--- config.mk ---
export PLATFORM = sky130hd
export DESIGN_NAME = pe_cmd_loader
export DESIGN_NICKNAME = d
export VERILOG_FILES = /design/src/rtl/PECfg.sv /design/src/rtl/PECtlCfg.sv /design/src/rtl/pe_inst_fifo.sv /design/src/rtl/pe_cmd_loader.sv
export SDC_FILE = /design/constraint.sdc
export NUM_CORES = 1
export LEC_CHECK = 0
export CAP_MARGIN = 20
export CORE_MARGIN = 3
export CORE_UTILIZATION = 57
export DETAILED_ROUTE_END_ITERATION = 10
export DONT_BUFFER_PORTS = 1
export PLACE_DENSITY = 0.81
export SETUP_SLACK_MARGIN = 0.5
export SLEW_MARGIN = 20
export SYNTH_ARGS = -nofsm -noshare
export SYNTH_HDL_FRONTEND = slang
export SYNTH_SLANG_ARGS = --single-unit
--- constraint.sdc ---
create_clock -name i_clk -period 2.1 [get_ports i_clk]
set_input_delay 0.315 -clock i_clk [delete_from_list [all_inputs] [get_ports i_clk]]
set_output_delay 0.315 -clock i_clk [all_outputs]
set_load 0.005 [all_outputs]
--- src/rtl/PECfg.sv ---
// PE configuration and instruction payload types shared by the PE control path.
package PECfg;

    typedef struct packed {
        logic       Xnor;
        logic [2:0] Wb;
        logic [2:0] Ab;
    } Conf;

    typedef struct packed {
        logic [3:0] op;
        logic [7:0] arg;
    } Inst;

endpackage

--- src/rtl/PECtlCfg.sv ---
// Command-loader encodings: word types, error codes and conf-word field layout.
package PECtlCfg;

    typedef enum logic {
        CMD_CONF = 1'b0,
        CMD_INST = 1'b1
    } CmdType;

    typedef enum logic [1:0] {
        ERR_NONE    = 2'd0,
        ERR_ILLEGAL = 2'd1,
        ERR_ORDER   = 2'd2,
        ERR_RSVD    = 2'd3
    } LdErr;

    localparam int unsigned FIELD_W  = 3;
    localparam int unsigned AB_LSB   = 0;
    localparam int unsigned WB_LSB   = 3;
    localparam int unsigned XNOR_BIT = 6;
    localparam int unsigned RSVD_LSB = 7;

    // A precision field is legal only when it encodes 1, 2 or 4 bits.
    function automatic logic legal_bits(input logic [FIELD_W-1:0] f);
        return (f == 3'd1) || (f == 3'd2) || (f == 3'd4);
    endfunction

endpackage

--- src/rtl/pe_inst_fifo.sv ---
// Flop-based instruction FIFO with registered full/empty and a saturating count.
module pe_inst_fifo #(
    parameter int unsigned DEPTH = 4,
    parameter int unsigned W     = 12
) (
    input  logic         clk,
    input  logic         rst_n,
    input  logic         clear,
    input  logic         push,
    input  logic [W-1:0] din,
    input  logic         pop,
    output logic [W-1:0] dout,
    output logic         full,
    output logic         empty
);

    localparam int unsigned PW = (DEPTH > 1) ? $clog2(DEPTH) : 1;
    localparam int unsigned CW = PW + 1;

    logic [W-1:0]  mem [DEPTH];
    logic [PW-1:0] wr_ptr;
    logic [PW-1:0] rd_ptr;
    logic [CW-1:0] cnt;
    logic [CW-1:0] cnt_n;
    logic          do_push;
    logic          do_pop;

    always_comb begin
        do_push = push && !full && !clear;
        do_pop  = pop && !empty && !clear;
        cnt_n   = cnt + CW'(do_push) - CW'(do_pop);
        if (clear) begin
            cnt_n = '0;
        end
    end

    always_ff @(posedge clk or negedge rst_n) begin
        if (!rst_n) begin
            wr_ptr <= '0;
            rd_ptr <= '0;
            cnt    <= '0;
            full   <= 1'b0;
            empty  <= 1'b1;
            for (int i = 0; i < int'(DEPTH); i++) begin
                mem[i] <= '0;
            end
        end else begin
            if (clear) begin
                wr_ptr <= '0;
                rd_ptr <= '0;
            end else begin
                if (do_push) begin
                    mem[wr_ptr] <= din;
                    wr_ptr      <= wr_ptr + PW'(1);
                end
                if (do_pop) begin
                    rd_ptr <= rd_ptr + PW'(1);
                end
            end
            cnt   <= cnt_n;
            full  <= (cnt_n == CW'(DEPTH));
            empty <= (cnt_n == '0);
        end
    end

    assign dout = mem[rd_ptr];

endmodule

--- src/rtl/pe_cmd_loader.sv ---
// PE command front end: decodes conf words, queues instruction words and tracks sticky errors.
module pe_cmd_loader
    import PECfg::*;
    import PECtlCfg::*;
#(
    parameter int unsigned DW    = 16,
    parameter int unsigned DEPTH = 4
) (
    input  logic          i_clk,
    input  logic          i_rst_n,
    input  logic          i_cmd_valid,
    output logic          o_cmd_ready,
    input  logic          i_cmd_type,
    input  logic [DW-1:0] i_cmd_data,
    input  logic          i_ctl_idle,
    input  logic          i_clear,
    output Conf           o_PEconf,
    output logic          o_conf_valid,
    output Inst           o_PEinst,
    output logic          o_inst_valid,
    input  logic          i_inst_ready,
    output logic          o_error,
    output logic [1:0]    o_err_code
);

    localparam int unsigned CONF_W = $bits(Conf);
    localparam int unsigned INST_W = $bits(Inst);

    typedef enum logic [1:0] {
        S_NOCONF = 2'd0,
        S_RUN    = 2'd1,
        S_ERR    = 2'd2
    } state_t;

    state_t            state;
    state_t            state_n;
    Conf               conf_q;
    Conf               conf_n;
    logic              conf_valid_q;
    logic              conf_valid_n;
    logic              error_q;
    LdErr              err_q;
    LdErr              err_n;
    LdErr              dec_err_c;
    logic              ready_c;
    logic              accept_c;
    logic              push_c;
    logic              pop_c;
    logic              is_inst_c;
    logic              fifo_full;
    logic              fifo_empty;
    logic [INST_W-1:0] fifo_head;
    logic [FIELD_W-1:0] ab_c;
    logic [FIELD_W-1:0] wb_c;
    logic              xnor_c;
    logic              rsvd_set_c;

    // Conf-word legality; reserved bits outrank field errors.
    always_comb begin
        ab_c       = i_cmd_data[AB_LSB +: FIELD_W];
        wb_c       = i_cmd_data[WB_LSB +: FIELD_W];
        xnor_c     = i_cmd_data[XNOR_BIT];
        rsvd_set_c = |i_cmd_data[DW-1:RSVD_LSB];
        dec_err_c  = ERR_NONE;
        if (rsvd_set_c) begin
            dec_err_c = ERR_RSVD;
        end else if (!legal_bits(ab_c) || !legal_bits(wb_c) ||
                     (xnor_c && ((ab_c != 3'd1) || (wb_c != 3'd1)))) begin
            dec_err_c = ERR_ILLEGAL;
        end
    end

    assign is_inst_c = (i_cmd_type == CMD_INST);

    // Ready depends only on state, FIFO flags and idle, never on i_inst_ready.
    always_comb begin
        ready_c = 1'b0;
        case (state)
            S_NOCONF: ready_c = 1'b1;
            S_RUN:    ready_c = is_inst_c ? !fifo_full : (fifo_empty && i_ctl_idle);
            default:  ready_c = 1'b0;
        endcase
    end

    assign accept_c     = i_cmd_valid && ready_c && !i_clear;
    assign o_inst_valid = !fifo_empty && (state != S_ERR);
    assign pop_c        = o_inst_valid && i_inst_ready && !i_clear;

    always_comb begin
        state_n      = state;
        conf_n       = conf_q;
        conf_valid_n = conf_valid_q;
        err_n        = err_q;
        push_c       = 1'b0;
        if (i_clear) begin
            state_n      = S_NOCONF;
            conf_valid_n = 1'b0;
            err_n        = ERR_NONE;
        end else begin
            case (state)
                S_NOCONF: begin
                    if (accept_c) begin
                        if (is_inst_c) begin
                            err_n   = ERR_ORDER;
                            state_n = S_ERR;
                        end else if (dec_err_c == ERR_NONE) begin
                            conf_n       = i_cmd_data[CONF_W-1:0];
                            conf_valid_n = 1'b1;
                            state_n      = S_RUN;
                        end else begin
                            err_n   = dec_err_c;
                            state_n = S_ERR;
                        end
                    end
                end
                S_RUN: begin
                    if (accept_c) begin
                        if (is_inst_c) begin
                            push_c = 1'b1;
                        end else if (dec_err_c == ERR_NONE) begin
                            conf_n       = i_cmd_data[CONF_W-1:0];
                            conf_valid_n = 1'b1;
                        end else begin
                            conf_valid_n = 1'b0;
                            err_n        = dec_err_c;
                            state_n      = S_ERR;
                        end
                    end
                end
                default: begin
                    state_n = S_ERR;
                end
            endcase
        end
    end

    always_ff @(posedge i_clk or negedge i_rst_n) begin
        if (!i_rst_n) begin
            state <= S_NOCONF;
        end else begin
            state <= state_n;
        end
    end

    always_ff @(posedge i_clk or negedge i_rst_n) begin
        if (!i_rst_n) begin
            conf_q       <= '0;
            conf_valid_q <= 1'b0;
            err_q        <= ERR_NONE;
            error_q      <= 1'b0;
        end else begin
            conf_q       <= conf_n;
            conf_valid_q <= conf_valid_n;
            err_q        <= err_n;
            error_q      <= (state_n == S_ERR);
        end
    end

    pe_inst_fifo #(
        .DEPTH (DEPTH),
        .W     (INST_W)
    ) u_fifo (
        .clk   (i_clk),
        .rst_n (i_rst_n),
        .clear (i_clear),
        .push  (push_c),
        .din   (i_cmd_data[INST_W-1:0]),
        .pop   (pop_c),
        .dout  (fifo_head),
        .full  (fifo_full),
        .empty (fifo_empty)
    );

    assign o_cmd_ready  = ready_c;
    assign o_PEconf     = conf_q;
    assign o_conf_valid = conf_valid_q;
    assign o_PEinst     = fifo_head;
    assign o_error      = error_q;
    assign o_err_code   = err_q;

endmodule

==> results of run 1 <==
-- per-layer routing --
layer	routed length, um	GRT usage	share of wire
met1	2920	0.305	0.42
met2	3430	0.366	0.50
met4	126	0.105	0.018
met5	0	0	0
met3	426	0.0581	0.062
-- area by class of cell --
class / count / area, um^2 / area share
sequential: 70 / 1750 / 0.451
inverter: 8 / 30.0 / 0.00772
multi-input combinational: 139 / 1590 / 0.409
timing repair buffer: 23 / 211 / 0.0544
tap: 70 / 87.6 / 0.0225
clock inverter: 4 / 70.1 / 0.0180
clock buffer: 12 / 145 / 0.0373
-- timing repair --
| item | 4_1_cts | 5_1_grt |
|---|---|---|
| gates cloned | 2 | 0 |
| hold endpoints to repair | 70 | 71 |
| resized for setup | 29 | 4 |
| setup endpoints to repair | 75 | 78 |
| pin swaps | 9 | 5 |
| buffers inserted | 5 | 1 |
-- through the flow --
step	instance area [um^2]	setup TNS, ps	utilization
floorplan	3340	-56.7	-
global placement	3470	-14.8	0.655
detailed placement	3470	-205	0.655
CTS	3850	-376	0.726
global route	3890	-885	0.734
finish	3890	-326	0.734
-- cell usage after synthesis (4+ instances only) --
library cell	instances
dfrtp_1	69
mux2_2	55
nor2_1	8
nor4_1	4
nor2b_1	4
ha_1	6
nor3_1	4
inv_1	8
nand2_1	7
mux4_2	12
buf_2	5
-- state kept, by name, summed over array words and instances (netlist names) --
register,count
u_fifo.mem,48
o_PEconf,7
u_fifo.cnt,3
o_err_code,2
state,2
u_fifo.rd_ptr,2
u_fifo.wr_ptr,2
o_conf_valid,1
o_error,1
u_fifo.empty,1
u_fifo.full,1
-- report_power, final --
| group | internal, mW | switching, mW | total (mW) | leakage, nW |
|---|---|---|---|---|
| clock | 0.698 | 0.482 | 1.18 | 0.110 |
| combinational | 0.0681 | 0.0633 | 0.131 | 0.803 |
| sequential | 1.37 | 0.0119 | 1.38 | 0.967 |
-- critical path, cell delays in order (launching register included) --
cell	delay, ps
dfrtp_1	380
nor2b_4	130
nor3b_2	180
nor2b_2	170
ha_1	240
inv_2	80
ha_4	120
inv_2	30
fa_1	400
xnor2_2	220
nor2_2	70
nor3_2	110
-- how the worst max path moves through the flow --
stage	startpoint	endpoint	depth (start not counted)
detailed placement	state[1]$_DFF_PN0_	u_fifo.full$_DFF_PN0_	10
global route	state[1]$_DFF_PN0_	u_fifo.full$_DFF_PN0_	10
global placement	state[1]$_DFF_PN0_	u_fifo.full$_DFF_PN0_	10
CTS	state[1]$_DFF_PN0_	u_fifo.empty$_DFF_PN1_	11
finish	state[1]$_DFF_PN0_	u_fifo.empty$_DFF_PN1_	11
floorplan	state[1]$_DFF_PN0_	u_fifo.full$_DFF_PN0_	10
-- logic make-up (layout without fill, tap and decap cells) --
kind of cell    after synthesis  in the layout
flops                        70             70
mux                          67             67
simple gates                 41             41
compound gates               19             19
buf+inv                      17             47
fa+ha+maj                     7              7
xor+xnor                      5              5
==> summary.md, run 1 <==
| Metric | Value |
|---|---|
| Status | `complete, but fails checks` |
| Failing checks | `negative hold slack, negative setup slack` |
| Synth cell types | `38` |
| Tot Pwr | `2.69 mW` |
| Pwr dens | `691 nW/um^2` |
| Top-area cell type share of the netlist area | `0.530` |
| Final Max Tran Viols | `0` |
| Most frequent cells in the layout | `68 x dfrtp_1, 48 x mux2_2, 13 x buf_4` |
| Remaining Overflow, GRT | `0` |
| Vias | `roughly 2,000` |
| Clock slew at reported path FFs | `80 ps` |
| Starting Density | `0.614` |
| Later-pin clock latency in the skew report | `roughly 350 ps` |
| Reg-to-reg setup timing slack | `-110 ps` |
| Drt wl/cell | `21.2 um` |
| Seq/Total Area, Yosys | `0.538` |
| Row cnt | `26` |
| Die area | `6660 um^2` |
| # fillers | `roughly 310` |
| Largest family of logic cells by synthesized area | `multiplexers` |
| Post-synthesis mux area share | `0.273` |
| Arr. time, crit path | `around 2500 ps` |
| Share of flip-flops with an asynchronous set or reset | `1.00` |
| Rel. slew slack | `0.491` |
| Max rail drop VDD | `about 0.00048 V` |
| Initial antenna violation count | `0` |
| Final min period | `approximately 2200 ps` |
| CTS H-tree lvls | `3` |
| Worst r2r path cells | `11` |
| Hold Slack | `-346 ps` |
| Fin nets | `approximately 280` |
| Reg2reg end | `u_fifo.empty$_DFF_PN1_` |
| Vias per cell | `6.12` |
| Post-synth EDFFs | `0` |
| Chip Height | `81.6 um` |
| First-pass GRT wire length | `11,100 um` |
| Main flop type after synthesis | `dfrtp_1` |
| Endpoint type of the worst setup path | `flop` |
| Ant diodes | `0` |
| Root Buffer | `clkbuf_8` |
| Critical path data required time | `2370 ps` |
| Hold crit path type | `input port to async pin` |
| Hold Fails Final Rpt | `70` |
| DP Worst Slack | `-144 ps` |
| DP HPWL | `~4300 um` |
| Commonest non-fill, non-tap cell in the layout | `dfrtp_1` |
| DRT Wirelength | `6900 um` |
| Mapped cell area | `approximately 3300 um^2` |
| Yosys warning count | `0` |
| Top cell type by total area after synthesis | `dfrtp_1` |
| Area grow syn2layout | `19.4%` |
| Final setup violation count | `4` |
| # IOs | `48` |
| Layout cells sized above 1 | `0.512` |
| DR iter-0 viols | `169` |
| CTS Buf Count | `9` |
| Slew @ Worst Pin | `~760 ps` |
| Global-route usage over all layers | `0.232` |
| Compound-Gate Fraction of Synth Area | `0.0426` |
| CTS tree | `done` |
| Synth Area in XOR/XNOR | `0.0134` |
| FF-to-FF Start | `state[1]$_DFF_PN0_` |
| Chip Width | `81.6 um` |
| Final setup margin | `-114 ps` |
| Clock buffer depth | `2` |
| Syn Area/Cell | `14.4 um^2` |
| Post-route clock period utilization | `1.05` |
| Max Fclk | `0.452 GHz` |
| Yosys reg bits | `70` |
| Worst-path maximum fanout | `2` |
| Vias in the first global route | `2,115` |
| Post-route DRC violation count | `0` |
| Simple-gate share of the synthesized area | `0.0822` |
| Final ANT Viol Nets | `0` |
| # placed instances | `301` |
| Synthesized net count | `around 260` |
| Synth Instances | `226` |
| LEAKAGE | `1.88 nW` |
| Non-Filler Instances | `326` |
| Sink Count | `70` |
| Area of the core | `5300 um^2` |
| Ranking of synthesized cells by area | `dfrtp_1 53%, mux2_2 19%, mux4_2 8.3%` |
| Worst Setup Start Kind | `flop` |
| Skew final | `10.6 ps` |
| Port Buffers | `0` |
| RSZ-0062 raised after global routing | `true` |
| DRT Pass-1 Iters | `5` |
| Kind of critical path | `flop to flop` |
| Routability Congestion | `0.829` |
| Synth Area in Adders | `0.0292` |
| Maxcap violations | `0` |
| Largest net degree at the start of global routing | `71` |
Power figures use the tool's default switching activity.
==> run 2: changes to the inputs <==
--- a/config.mk
+++ b/config.mk
@@ -5,12 +5,11 @@
 export SDC_FILE = /design/constraint.sdc
 export NUM_CORES = 1
 export LEC_CHECK = 0
-export CAP_MARGIN = 20
 export CORE_MARGIN = 3
-export CORE_UTILIZATION = 57
+export CORE_UTILIZATION = 60
 export DETAILED_ROUTE_END_ITERATION = 10
 export DONT_BUFFER_PORTS = 1
-export PLACE_DENSITY = 0.81
+export PLACE_DENSITY = 0.82
 export SETUP_SLACK_MARGIN = 0.5
 export SLEW_MARGIN = 20
 export SYNTH_ARGS = -nofsm -noshare
==> constraint.sdc (replaced) <==
create_clock -name i_clk -period 2.5 [get_ports i_clk]
set_input_delay 0.375 -clock i_clk [delete_from_list [all_inputs] [get_ports i_clk]]
set_output_delay 0.375 -clock i_clk [all_outputs]
set_load 0.005 [all_outputs]
==> summary.md, run 2 (synthesis gave the netlist of run 1 again) <==
| Metric | Value |
|---|---|
| Internal power of the cells | `between 1.5 and 2 mW` |
| Tot Pwr | `2.17 mW` |
| Combinational power share | `0.040` |
| Fin nets | `264` |
| Max rail drop VDD | `0.000350 V` |
| Status | `complete, but fails checks` |
| Worst-path maximum fanout | `3` |
| DP Worst Slack | `122 ps` |
| Family with the most delay on the worst path | `adder cells` |
| DRT Pass-1 Iters | `4` |
| Non-Filler Instances | `roughly 300` |
| Slowest stage delay, CP | `about 500 ps` |
| Sequential Power Share | `0.534` |
| Crit path buf inv count | `2` |
| FF-to-FF Start | `state[1]$_DFF_PN0_` |
| Arr. time, crit path | `2480 ps` |
| Chip Height | `about 80 um` |
| Final setup violation count | `0` |
| Final Max Tran Viols | `0` |
| Post-route cell area | `3620 um^2` |
| Port Buffers | `0` |
| Post-route setup TNS | `0 ps` |
| Most frequent cells in the layout | `67 x dfrtp_1, 55 x mux2_2, 12 x mux4_2` |
| Post-route clock period utilization | `0.899` |
| Final ANT Viol Nets | `0` |
| Endpoint type of the worst setup path | `flop` |
| Remaining Overflow, GRT | `0` |
| Maxcap violations | `0` |
| DP HPWL | `around 4200 um` |
| Layout cells sized above 1 | `0.456` |
| Reg-to-reg setup timing slack | `250 ps` |
| Initial antenna violation count | `0` |
| CTS Buf Count | `9` |
| Clock power share | `0.426` |
| Max Fclk | `0.445 GHz` |
| CTS tree | `done` |
| CTS H-tree lvls | `3` |
| # fillers | `333` |
| Clock buffer depth | `2` |
| LEAKAGE | `1.73 nW` |
| Hold Slack | `-275 ps` |
| Worst Setup Start Kind | `flop` |
| Post-route DRC violation count | `0` |
| Switching part of the total | `0.225` |
| Chip Width | `approximately 80 um` |
| Net Sw Power | `0.490 mW` |
| Ant diodes | `0` |
| Largest net degree at the start of global routing | `71` |
| DR iter-0 viols | `89` |
| Vias | `1,916` |
| Skew final | `8.27 ps` |
| Starting Density | `0.630` |
| DRT Wirelength | `~6300 um` |
| Area grow syn2layout | `11.1%` |
| Reg2reg end | `u_fifo.full$_DFF_PN0_` |
| Hold Fails Final Rpt | `70` |
| Routability Congestion | `between 0.8 and 0.9` |
| CP cell instances | `nor2b_4, nor3b_2, nor2b_2, ha_1, inv_1, ha_1, inv_1, fa_1, nor2_2, nor4_2` |
| Kind of critical path | `flop to flop` |
| Biggest register | `u_fifo.mem` |
| Critical path data required time | `2740 ps` |
| Drt wl/cell | `between 20 and 25 um` |
| Final setup margin | `252 ps` |
| Vias per cell | `just over 6` |
| Commonest non-fill, non-tap cell in the layout | `dfrtp_1` |
| Final min period | `2250 ps` |
| Clock slew at reported path FFs | `80 ps` |
| Area of the core | `5170 um^2` |
| Row cnt | `26` |
| Later-pin clock latency in the skew report | `340 ps` |
| # placed instances | `290` |
| Sink Count | `70` |
| Global-route usage over all layers | `0.224` |
| Failing checks | `negative hold slack` |
| Rel. slew slack | `0.490` |
| DP Area | `around 3300 um^2` |
| Root Buffer | `clkbuf_8` |
| RSZ-0062 raised after global routing | `true` |
| Die area | `approximately 6400 um^2` |
| Hold crit path type | `input port to async pin` |
| Slowest cell on the critical path | `fa_1` |
| Vias in the first global route | `2,082` |
| Pwr dens | `601 nW/um^2` |
| Max reg flops | `48` |
| First-pass GRT wire length | `10,400 um` |
| # IOs | `48` |
| Slew @ Worst Pin | `759 ps` |
| Worst r2r path cells | `10` |
[run 2: layout make-up]
class	instances	area, um^2	area share
repair buffers	6	52.6	0.0145
multi-input cells	139	1490	0.411
inverters	8	30.0	0.00830
clock inverters	6	68.8	0.0190
clock buffers	10	138	0.0380
well taps	70	87.6	0.0242
flip-flops and latches	70	1760	0.485
[run 2: per-layer routing]
layer | GRT usage | vias to the layer above | wire (um)
li1 | - | 853 | -
met1 | 0.287 | 1008 | 2730
met2 | 0.357 | 44 | 3150
met3 | 0.0632 | 11 | 306
met4 | 0.0962 | 0 | 103
met5 | 0 | - | 0
[run 2: worst max path at each step]
| stage | from | endpoint | slack [ps] | depth (start not counted) |
|---|---|---|---|---|
| after floorplan | state[1]$_DFF_PN0_ | u_fifo.full$_DFF_PN0_ | 370 | 10 |
| after global placement | state[1]$_DFF_PN0_ | u_fifo.empty$_DFF_PN1_ | 290 | 11 |
| after detailed placement | state[1]$_DFF_PN0_ | u_fifo.full$_DFF_PN0_ | 120 | 10 |
| after CTS | state[1]$_DFF_PN0_ | u_fifo.full$_DFF_PN0_ | 270 | 10 |
| after global routing | state[1]$_DFF_PN0_ | u_fifo.full$_DFF_PN0_ | 110 | 10 |
| final | state[1]$_DFF_PN0_ | u_fifo.full$_DFF_PN0_ | 250 | 10 |
[run 2: what timing repair did]
action	in CTS	in global routing
gates resized for setup	12	3
pin swaps	1	1
cloned	0	0
setup buffers	3	0
hold endpoints to repair	70	70
setup endpoints to repair	57	12
[run 2: metrics by stage]
| step | util | hold slack (ps) |
|---|---|---|
| after floorplan | - | 79.4 |
| after global placement | 0.646 | 81.8 |
| after detailed placement | 0.646 | 81.0 |
| after CTS | 0.698 | -293 |
| after global routing | 0.700 | -304 |
| final | 0.700 | -275 |
[run 2: power groups by stage]
stage / Combinational [mW] / Clock (mW) / Sequential, mW
finish: 0.0874 / 0.926 / 1.16
CTS: 0.0870 / 0.942 / 1.16
detailed placement: 0.0747 / 0 / 1.18
global route: 0.0954 / 0.998 / 1.16
global placement: 0.0726 / 0 / 1.18
floorplan: 0.0681 / 0 / 1.18
